--- config.mk ---
export PLATFORM = sky130hd
export DESIGN_NAME = stepdown_gate_seq
export DESIGN_NICKNAME = d
export VERILOG_FILES = /design/src/rtl/stepdown_drv_pkg.sv /design/src/rtl/stepdown_dwell_cnt.sv /design/src/rtl/stepdown_gate_seq.sv
export SDC_FILE = /design/constraint.sdc
export NUM_CORES = 1
export LEC_CHECK = 0
export CORE_AREA = 4 4 57 59
export DETAILED_ROUTE_END_ITERATION = 16
export DIE_AREA = 0 0 61 63
export PLACE_DENSITY = 0.8
export SLEW_MARGIN = 20
export SYNTH_ARGS = -nofsm -noshare
export SYNTH_HDL_FRONTEND = slang
export SYNTH_SLANG_ARGS = --single-unit
--- constraint.sdc ---
create_clock -name clk -period 5 [get_ports clk]
set_clock_uncertainty 0.2 [all_clocks]
set_input_delay 1 -clock clk [delete_from_list [all_inputs] [get_ports clk]]
set_output_delay 1 -clock clk [all_outputs]
set_load 0.05 [all_outputs]
--- src/rtl/stepdown_drv_pkg.sv ---
// Shared types for the stepdown gate-drive sequencer.
// Covers the state encoding, the default counter width and a dead-time helper.
package stepdown_drv_pkg;

  localparam int STEP_CNT_W = 8;

  typedef enum logic [2:0] {
    OFF     = 3'd0,
    LS_ON   = 3'd1,
    DT_LH   = 3'd2,
    HS_ON   = 3'd3,
    DT_HL   = 3'd4,
    FAULT   = 3'd5,
    LS_IDLE = 3'd6
  } drv_state_t;

  function automatic logic is_dead_time(
    input drv_state_t s
  );
    return (s == DT_LH) || (s == DT_HL);
  endfunction

endpackage

--- src/rtl/stepdown_dwell_cnt.sv ---
// Clearable saturating up-counter.
// Used for the per-state dwell time and the overcurrent trip count.
module stepdown_dwell_cnt #(
  parameter int W = 8
) (
  input  logic         clk,
  input  logic         rst_n,
  input  logic         clr,
  input  logic         inc,
  input  logic [W-1:0] lim,
  output logic [W-1:0] cnt
);

  always_ff @(posedge clk or negedge rst_n) begin
    if (!rst_n) begin
      cnt <= '0;
    end else if (clr) begin
      cnt <= '0;
    end else if (inc && (cnt < lim)) begin
      cnt <= cnt + W'(1);
    end
  end

endmodule

--- src/rtl/stepdown_gate_seq.sv ---
// Non-overlapping HS/LS gate-drive sequencer with dead time and OCP fault latch.
// Define STEPDOWN_DIODE_EMU_EN to add the zero-cross LS_IDLE state.
module stepdown_gate_seq
  import stepdown_drv_pkg::*;
#(
  parameter int CNT_W     = STEP_CNT_W,
  parameter int DT_CYC    = 4,
  parameter int TMIN_ON   = 6,
  parameter int TMIN_OFF  = 6,
  parameter int BLANK_CYC = 3,
  parameter int FAULT_LIM = 4
) (
  input  logic       clk,
  input  logic       rst_n,
  input  logic       CELV,
  input  logic       CELG,
  input  logic       SUB,
  input  logic       en,
  input  logic       pwm_in,
  input  logic       ocp,
  input  logic       zc,
  output logic       hs_en,
  output logic       ls_en,
  output logic       drv_ok,
  output logic       fault,
  output logic [2:0] state_o
);

  localparam logic [CNT_W-1:0] DT_LAST  = CNT_W'(DT_CYC - 1);
  localparam logic [CNT_W-1:0] ON_LAST  = CNT_W'(TMIN_ON - 1);
  localparam logic [CNT_W-1:0] OFF_LAST = CNT_W'(TMIN_OFF - 1);
  localparam logic [CNT_W-1:0] BLANK    = CNT_W'(BLANK_CYC);
  localparam logic [CNT_W-1:0] LIM      = CNT_W'(FAULT_LIM);
  localparam logic [CNT_W-1:0] ONES     = '1;

  drv_state_t       state;
  drv_state_t       nxt;
  logic [CNT_W-1:0] dwell;
  logic [CNT_W-1:0] trips;
  logic             trip_inc;
  logic             trip_clr;
  logic             dwell_clr;
  logic             hs_nxt;
  logic             ls_nxt;
  logic             unused_ok;

  // Supply/substrate pins are connectivity only.
  assign unused_ok = &{1'b0, CELV, CELG, SUB, zc};

  assign dwell_clr = (nxt != state);
  assign state_o   = state;

  stepdown_dwell_cnt #(.W(CNT_W)) u_dwell (
    .clk   (clk),
    .rst_n (rst_n),
    .clr   (dwell_clr),
    .inc   (1'b1),
    .lim   (ONES),
    .cnt   (dwell)
  );

  stepdown_dwell_cnt #(.W(CNT_W)) u_trips (
    .clk   (clk),
    .rst_n (rst_n),
    .clr   (trip_clr),
    .inc   (trip_inc),
    .lim   (LIM),
    .cnt   (trips)
  );

  always_ff @(posedge clk or negedge rst_n) begin
    if (!rst_n) begin
      state <= OFF;
    end else begin
      state <= nxt;
    end
  end

  always_comb begin
    nxt      = state;
    trip_inc = 1'b0;
    trip_clr = 1'b0;
    if (!en) begin
      nxt      = OFF;
      trip_clr = 1'b1;
    end else begin
      unique case (state)
        OFF: nxt = LS_ON;
        LS_ON: begin
          if (pwm_in && (dwell >= OFF_LAST)) begin
            nxt = DT_LH;
          end
`ifdef STEPDOWN_DIODE_EMU_EN
          else if (zc && (dwell >= OFF_LAST)) begin
            nxt = LS_IDLE;
          end
`endif
        end
        DT_LH: begin
          if (dwell >= DT_LAST) nxt = HS_ON;
        end
        HS_ON: begin
          // Current limit beats minimum on-time once blanking expires.
          if (ocp && (dwell >= BLANK)) begin
            nxt      = DT_HL;
            trip_inc = 1'b1;
          end else if (!pwm_in && (dwell >= ON_LAST)) begin
            nxt      = DT_HL;
            trip_clr = 1'b1;
          end
        end
        DT_HL: begin
          if (dwell >= DT_LAST) begin
            nxt = (trips >= LIM) ? FAULT : LS_ON;
          end
        end
        FAULT: nxt = FAULT;
`ifdef STEPDOWN_DIODE_EMU_EN
        LS_IDLE: begin
          if (pwm_in) nxt = DT_LH;
        end
`endif
        default: nxt = OFF;
      endcase
    end
  end

  always_comb begin
    hs_nxt = 1'b0;
    ls_nxt = 1'b0;
    unique case (1'b1)
      is_dead_time(nxt): begin
        hs_nxt = 1'b0;
        ls_nxt = 1'b0;
      end
      (nxt == HS_ON): hs_nxt = 1'b1;
      (nxt == LS_ON): ls_nxt = 1'b1;
      default: begin
        hs_nxt = 1'b0;
        ls_nxt = 1'b0;
      end
    endcase
  end

  always_ff @(posedge clk or negedge rst_n) begin
    if (!rst_n) begin
      hs_en  <= 1'b0;
      ls_en  <= 1'b0;
      drv_ok <= 1'b0;
      fault  <= 1'b0;
    end else begin
      hs_en  <= hs_nxt;
      ls_en  <= ls_nxt;
      drv_ok <= en && (nxt != FAULT);
      fault  <= (nxt == FAULT);
    end
  end

endmodule

==> After elaboration in Yosys (flattened, before gate mapping) <==
Index checks and enable logic that the tools add are counted.
{ "totals": {"register_bits": 23, "input_bits": 9, "out_inout_bits": 7, "wordCells": 54} }
{ "op_classes": {"add_sub_neg": 2, "order_cmp": 5, "n_eq_ne": 10, "mux": 21, "reduce_logical": 9} }
{ "op_table": {"columns": ["operator", "count"], "rows": [
  ["$mux W8", 4],
  ["$mux W3", 7],
  ["$pmux W3 S6", 1],
  ["$add A8 B1 Y8 const B", 2],
  ["$ge A8 B3 Y1 const B", 2],
  ["$eq A3 B2 Y1 const B", 3],
  ["$eq A3 B3 Y1 const B", 3],
  ["$mux W1", 9],
  ["$ge A8 B2 Y1 const B", 1],
  ["$lt A8 B3 Y1 const B", 1],
  ["$lt A8 B8 Y1 const B", 1],
  ["$eq A3 B1 Y1 const B", 2],
  ["$logic_and A1 B1 Y1", 5],
  ["$reduce_bool A2 Y1", 2],
  ["$logic_not A3 Y1", 1],
  ["$ne A3 B3 Y1", 1],
  ["$ne A3 B3 Y1 const B", 1],
  ["$logic_not A1 Y1", 1]
]} }

==> Depth between registers and ports, before layout <==
Gate-level depths: netlist (run 1).
{ "logic_depth": {"word_depth": 8, "ltp_mapped": 7, "depth_no_buf": 7} }

==> Cells and area by module <==
A second synthesis (run 1) with hierarchy kept.
{ "hier_totals": {"cells_unflattened": 197, "area_unflattened_um2": 1816.7} }
{ "by_module_without_submodules": {"columns": ["module", "instances", "cells_each", "area_per_inst_um2", "seq_area_each_um2"], "rows": [
  ["stepdown_dwell_cnt", 2, 67, 631.9, 200.2],
  ["stepdown_gate_seq", 1, 63, 553.0, 175.2]
]} }

==> Least setup slack after synthesis (run 1) <==
No wires, ideal clock.
{ "synth_path": {"kind": "input to register", "from": "in ocp", "to": "reg u_dwell.cnt[7]", "setup_ps": 156, "t_arrival_ps": 2033, "required_ps": 4644, "slack_ps": 2611, "path_stages": 4, "n_path_buf": 0, "path_cell_list": "a21bo_2 o2111a_1 o31ai_1 nor3_1"} }
{ "synth_between": {"elab_chain_cells": 6, "word_cells_on_any_way": 7, "classes_between": "eq/ne (1); mux (4); reduce/logical (2)"} }
{ "synth_rtl": {"columns": ["item", "line", "text"], "rows": [
  ["start: declaration", "stepdown_gate_seq.sv:20", "input logic ocp,"],
  ["$logic_and A1 B1 Y1 *", "stepdown_gate_seq.sv:104", "if (ocp && (dwell >= BLANK)) begin"],
  ["$mux W3 *", "stepdown_gate_seq.sv:104", null],
  ["$pmux W3 S6 *", "stepdown_gate_seq.sv:87", "unique case (state)"],
  ["$mux W3 *", "stepdown_gate_seq.sv:83", "if (!en) begin"],
  ["$ne A3 B3 Y1 *", "stepdown_gate_seq.sv:50", "assign dwell_clr = (nxt != state);"],
  ["$mux W8 or $reduce_bool A2 Y1 (tied branches)", null, null],
  ["end signal: assignment", "stepdown_dwell_cnt.sv:20", "cnt <= cnt + W'(1);"],
  ["end: declaration", "stepdown_dwell_cnt.sv:11", "output logic [W-1:0] cnt"]
]} }
Mark *: on every way between the ends. The rest lies on a longest branch, timed or not.
A chain may end at the register's enable or synchronous reset.

==> Worst setup path in the final report (run 1) <==
{ "layout_path": {"from": "reg state[1] (netlist: state_o[1])", "to": "out state_o[1]"} }
{ "layout_rtl": {"columns": ["item", "line", "text"], "rows": [
  ["start: declaration", "stepdown_gate_seq.sv:36", "drv_state_t state;"],
  ["start signal: assignment", "stepdown_gate_seq.sv:75", "state <= nxt;"],
  ["end: declaration", "stepdown_gate_seq.sv:26", "output logic [2:0] state_o"]
]} }
No word-level cell between the ends.

==> impl_metrics.csv, run 1 <==
group,metric,value,unit
grt,first_global_vias,1053,
synthesis,synth_seq_cells,23,
cts,clk_path_buf_depth,2,
worst_setup_path,cp-end-kind,"output port",
synthesis,synth_top_family_by_area,"simple AND/OR/NAND/NOR gates",
cts,cts_max_level,1,
floorplanning,die_w,61,µm
synthesis,synthCells,132,
drt,drc,0,
drt,post_drt_wl_per_cell,14.5,µm
drt,wl_met1,1010,µm
worst_setup_path,crit_buf_inv,1,
synthesis,synth-compound-area-share,16.9,%
floorplanning,ios,16,
drt,viasPerCell,5.77,
cells_and_area,area_delta_synth_final,12.6,%
worst_setup_path,required,3800,ps
synthesis,async_flop_share,100,%
synthesis,synth_xor_xnor_area_share,3.49,%
worst_setup_path,cp_slowest_cell,"clkdlybuf4s50_1",
placement,portBuffers,11,
sta,hold_violations,0,
sta,final_max_slew_viol_count,0,
cts,cts_resized,0,
cts,clock-sinks,23,
synthesis,synth-main-ff-cell,"dfrtp_1",
power,powerDensity,399,mW/mm²
cts,clockRootBuffer,"clkbuf_4",
cells_and_area,fillers,252,
sta,worst_pin_slew,920,ps
grt,antenna_found_initial,0,
worst_setup_path,crit_path_cell_trace,"clkdlybuf4s50_1",
sta,setup_tns,0,ps
grt,grt_pass1_wl,4610,µm
placement,place_congestion,0.908,
drt,drtIter0Drc,33,
drt,top_layer_used,"met4",
cells_and_area,nNetsFinal,159,
cells_and_area,ff_latch_area,576,µm²
drt,firstDrtPassIters,4,
cts,cts_hold_buf,0,
cts,cts_made_buffers,3,
floorplanning,rows,19,
worst_setup_path,reg2reg_slack,2550,ps
synthesis,synth_edf_count,0,
cells_and_area,drive_gt1_share,6.25,%
run,cap_violations,0,
synthesis,synth-seq-area-share,45.9,%
grt,grt_usage,15.6,%
grt,gr-total-overflow,0,
floorplanning,fp.dieArea,0.00384,mm²
sta,max_clock_freq,339,MHz
worst_setup_path,critPathTopFamily,"buffers and inverters",
run_status,status,"finished clean",
sta,rsz0062_at_grt,"false",
worst_setup_path,crit_type,"flop to output port",
floorplanning,initial_core_util,46.3,%
sta,fin_crit,2950,ps
synthesis,synth_fp_nets,146,
sta,slew_headroom,38.2,%
drt,dr_wl_met2,1330,µm
worst_setup_path,critPathLaunchType,"flop",
cts,cts_tree,"done",
cells_and_area,multiInputGateArea,624,µm²
drt,num_vias,1010,
worst_setup_path,worst-path-max-fanout,11,
worst_setup_path,cp.arrival,1750,ps
synthesis,syn_area,0.00125,mm²
worst_setup_path,critPathMaxStageDelay,870,ps
power,p_leak,0.626,nW
power,design_power_total,0.563,mW
synthesis,synth_simple_gate_area_share,22.9,%
synthesis,synthAdderAreaFrac,4.99,%
min_path,hp-class,"flop to flop",
drt,met3_length,129,µm
synthesis,synth.yosys.warnings,0,
sta,timing.hold.ws,299,ps
cts,cts_setup_buffers,0,
synthesis,synth_cell_types,39,
cts,clkTransAtPathRegs,120,ps
cells_and_area,num_antenna_cells,0,
synthesis,synth_area_per_cell,9.50,µm²
drt,routed_wl,2530,µm
sta,period_share,59.1,%
drt,ant_nets,0,
floorplanning,die_h,63,µm
floorplanning,coreArea,0.00271,mm²
grt,grt_start_max_net_pins,24,
sta,finalSetupViolations,0,
power,ir_drop,0.250,mV
synthesis,muxShareOfSynthArea,1.60,%
placement,dp_hpwl,1810,µm
cts,insertion_delay,310,ps
-- worst paths after layout --
check,cells after the start,end,startpoint
setup / recovery,1,state_o[1],state_o[1]
hold / removal,1,u_trips.cnt[6],u_trips.cnt[6]
setup reg to reg,7,u_dwell.cnt[7],u_dwell.cnt[0]
hold reg to reg,1,u_trips.cnt[6],u_trips.cnt[6]
max in group asynchronous,1,drv_ok,rst_n
min in group asynchronous,1,u_dwell.cnt[0],rst_n
-- power by group --
part / total (mW) / switching (mW) / internal (mW)
Combinational: 0.236 / 0.147 / 0.0882
Clock: 0.0866 / 0.0554 / 0.0312
Sequential: 0.241 / 0.0322 / 0.209
Total: 0.563 / 0.235 / 0.328
-- metrics by stage --
| step | setup slack (ps) | util, % | instances | cell area [µm²] |
|---|---|---|---|---|
| finish | 2050 | 52.1 | 175 | 1410 |
| global route | 1960 | 52.1 | 175 | 1410 |
| CTS | 2040 | 52.3 | 175 | 1420 |
| detailed placement | 1870 | 51.3 | 171 | 1390 |
| global placement | 1880 | 51.3 | 171 | 1390 |
| floorplan | 2610 | - | 132 | 1250 |
-- cells in the mapped netlist, types with 2 or more instances --
cell type / count / area, µm²
a21oi_1: 4 / 20.0
a311oi_1: 2 / 17.5
a31oi_1: 4 / 25.0
a32oi_1: 2 / 17.5
and2_1: 5 / 31.3
and3_1: 3 / 18.8
clkbuf_1: 2 / 7.51
dfrtp_1: 23 / 576
ha_1: 5 / 62.6
inv_1: 11 / 41.3
mux2i_1: 2 / 20.0
nand2_1: 10 / 37.5
nand2b_1: 3 / 18.8
nand3_1: 2 / 10.0
nor2_1: 16 / 60.1
nor3_1: 8 / 40.0
o21a_1: 3 / 22.5
o21ai_0: 3 / 15.0
xnor2_1: 4 / 35.0
-- layer usage --
layer	GRT usage (%)	up-vias
li1	-	488
met1	18.4	481
met2	26.5	37
met3	1.45	4
met4	8.94	0
met5	0	-
-- layout make-up --
class                      instances  area share, %
tap                               31           2.75
multi-input combinational         95           44.2
sequential                        23           40.8
timing repair buffer              11           7.45
inverter                          11           2.93
clock buffer                       4           1.86
-- cell usage in the layout (no fill, tap or decap), types with 2 or more instances in the layout --
master            n
clkbuf_4          3
dfrtp_1          23
a311oi_1          2
a21oi_1           4
xnor2_1           4
nand3_1           2
o21a_1            3
mux2i_1           2
ha_1              5
and3_1            3
nor2_1           16
a32oi_1           2
and2_1            5
nand2b_1          3
clkdlybuf4s50_1  10
nor3_1            8
o21ai_0           3
nand2_1          10
inv_1            11
a31oi_1           4
-- registers in the layout, summed over array words and instances, names as in the netlist --
name,count
u_dwell.cnt,8
u_trips.cnt,8
state_o,3
drv_ok,1
fault,1
hs_en,1
ls_en,1
-- cells by family after synthesis --
kind of cell	after synthesis
AO/OA/AOI/OAI	28
XOR/XNOR	5
adder cells (fa/ha/maj)	5
buffers and inverters	14
flip-flops	23
multiplexers	2
AND/OR/NAND/NOR	55
(Power assumes the default switching activity.)
==> inputs of run 2 (changes only) <==
--- a/config.mk
+++ b/config.mk
@@ -8,7 +8,7 @@
 export CORE_AREA = 4 4 57 59
 export DETAILED_ROUTE_END_ITERATION = 16
 export DIE_AREA = 0 0 61 63
-export PLACE_DENSITY = 0.8
+export PLACE_DENSITY = 0.82
 export SLEW_MARGIN = 20
 export SYNTH_ARGS = -nofsm -noshare
 export SYNTH_HDL_FRONTEND = slang
==> constraint.sdc (replaced) <==
create_clock -name clk -period 2.5 [get_ports clk]
set_clock_uncertainty 0.2 [all_clocks]
set_input_delay 0.5 -clock clk [delete_from_list [all_inputs] [get_ports clk]]
set_output_delay 0.5 -clock clk [all_outputs]
set_load 0.05 [all_outputs]
==> run 2 against run 1 <==
  * Utilization up 2.1 points
  * Critical path depth unchanged
  * Hold slack better by 4.4 ps
  * Cell area grew 4.1%
  * Die area is the same
  * Clock power grew 100%
  * Wire length rose by 3.7%
  * Global-route usage increased by 1.2 points
==> impl_metrics.csv, run 2 (same netlist as run 1, synthesis figures left out) <==
group,metric,value,unit
cells_and_area,final_common_cell,"dfrtp_1",
grt,grt_pass1_wl,4830,µm
sta,slew_headroom,60.6,%
worst_setup_path,crit_path_cell_trace,"clkdlybuf4s50_1",
cells_and_area,final_cells,180,
cts,clkTransAtPathRegs,110,ps
grt,first_global_vias,1000,
placement,place_congestion,0.967,
cts,cts_tree,"done",
placement,dp_hpwl,1960,µm
floorplanning,die_w,61,µm
drt,dr_wl_met2,1340,µm
power,p_leak,0.671,nW
placement,portBuffers,11,
worst_setup_path,cp_slowest_cell,"clkdlybuf4s50_1",
power,seqPwrFrac,41.1,%
cts,clk_path_buf_depth,2,
grt,grt_start_max_net_pins,24,
floorplanning,initial_core_util,46.3,%
drt,post_drt_wl_per_cell,14.6,µm
power,power_frac_comb,44.2,%
cts,cts_setup_buffers,0,
placement,post_dp_cell_area,0.00143,mm²
sta,setup_tns,0,ps
floorplanning,rows,19,
floorplanning,ios,16,
sta,max_clock_freq,420,MHz
cells_and_area,drive_gt1_share,8.72,%
cts,cts_made_buffers,3,
min_path,worstHoldEndpoint,"u_trips.cnt[6]",
sta,fin_ws,121,ps
sta,finalSetupViolations,0,
power,clock_power_share,14.6,%
cts,cts_max_level,1,
min_path,hp-class,"flop to flop",
worst_setup_path,r2r-end,"drv_ok",
drt,ant_nets,0,
drt,firstDrtPassIters,4,
cts,clock-sinks,23,
drt,wl_met1,1100,µm
cts,cts_hold_buf,0,
cells_and_area,num_antenna_cells,0,
placement,dp_cells,176,
sta,worst_pin_slew,586,ps
sta,hold_violations,0,
cells_and_area,layout_common_cells,"dfrtp_1, nor2_1, inv_1, nand2_1, clkdlybuf4s50_1",
drt,num_vias,1038,
worst_setup_path,reg2reg_slack,160,ps
drt,viasPerCell,5.77,
drt,routed_wl,2620,µm
power,switchingPower,0.492,mW
worst_setup_path,cp-end-kind,"output port",
grt,grt_usage,16.8,%
worst_setup_path,cp.arrival,1680,ps
sta,rsz0062_at_grt,"false",
sta,final_max_slew_viol_count,0,
power,intPower,0.691,mW
grt,antenna_found_initial,0,
floorplanning,die_h,63,µm
placement,pre_cts_ws,150,ps
sta,fin_crit,2380,ps
power,power.share.switching,41.6,%
cts,cts_resized,0,
sta,timing.hold.ws,303,ps
worst_setup_path,reg2reg_depth,7,
worst_setup_path,crit_type,"flop to output port",
min_path,holdPathStages,1,
worst_setup_path,critPathLaunchType,"flop",
sta,period_share,95.2,%
min_path,min-delay-start,"u_trips.cnt[6]",
worst_setup_path,crit_buf_inv,1,
worst_setup_path,r2r-start,"u_dwell.cnt[1]",
drt,met3_length,80,µm
cells_and_area,post-route-util,54.2,%
power,powerDensity,805,mW/mm²
grt,gr-total-overflow,0,
worst_setup_path,worst-path-max-fanout,7,
cells_and_area,nNetsFinal,164,
cts,clockRootBuffer,"clkbuf_4",
drt,drc,0,
power,design_power_total,1.18,mW
worst_setup_path,critPathMaxStageDelay,860,ps
run,cap_violations,0,
floorplanning,fp.dieArea,0.00384,mm²
cts,insertion_delay,320,ps
worst_setup_path,critPathTopFamily,"buffers and inverters",
cells_and_area,fin_area,0.00147,mm²
cells_and_area,area_delta_synth_final,17.2,%
drt,drtIter0Drc,32,
run_status,status,"finished clean",
floorplanning,coreArea,0.00271,mm²
power,ir_drop,0.510,mV
worst_setup_path,required,1800,ps
drt,top_layer_used,"met4",
-- run 2: worst max path at each step --
stage | startpoint | end | slack, ps | cells past startpoint
2_1_floorplan | state_o[1] | u_dwell.cnt[7] | 270 | 6
3_3_place_gp | u_dwell.cnt[1] | drv_ok | 200 | 7
3_5_place_dp | u_dwell.cnt[1] | drv_ok | 150 | 7
4_1_cts | state_o[1] | state_o[1] | 50 | 1
5_1_grt | u_dwell.cnt[1] | drv_ok | 30 | 7
6_report | state_o[0] | state_o[0] | 120 | 1
-- run 2: layer usage --
| layer | vias up | global-route usage (%) |
|---|---|---|
| li1 | 500 | - |
| met1 | 497 | 22.0 |
| met2 | 30 | 25.4 |
| met3 | 11 | 2.07 |
| met4 | 0 | 10.6 |
| met5 | - | 0 |
-- run 2: cell type report --
class	instances	area, µm²
flip-flops and latches	23	576
multi-input cells	95	637
repair buffers	16	150
inverters	11	41.3
well taps	31	38.8
fillers	249	1240
clock buffers	4	26.3
-- run 2: power by group through the flow --
stage / Clock [mW] / Combinational, mW / Sequential [mW]
after floorplan: 0 / 0.274 / 0.550
after global placement: 0 / 0.481 / 0.483
after detailed placement: 0 / 0.508 / 0.490
after CTS: 0.180 / 0.510 / 0.481
after global routing: 0.200 / 0.575 / 0.497
final: 0.173 / 0.523 / 0.486
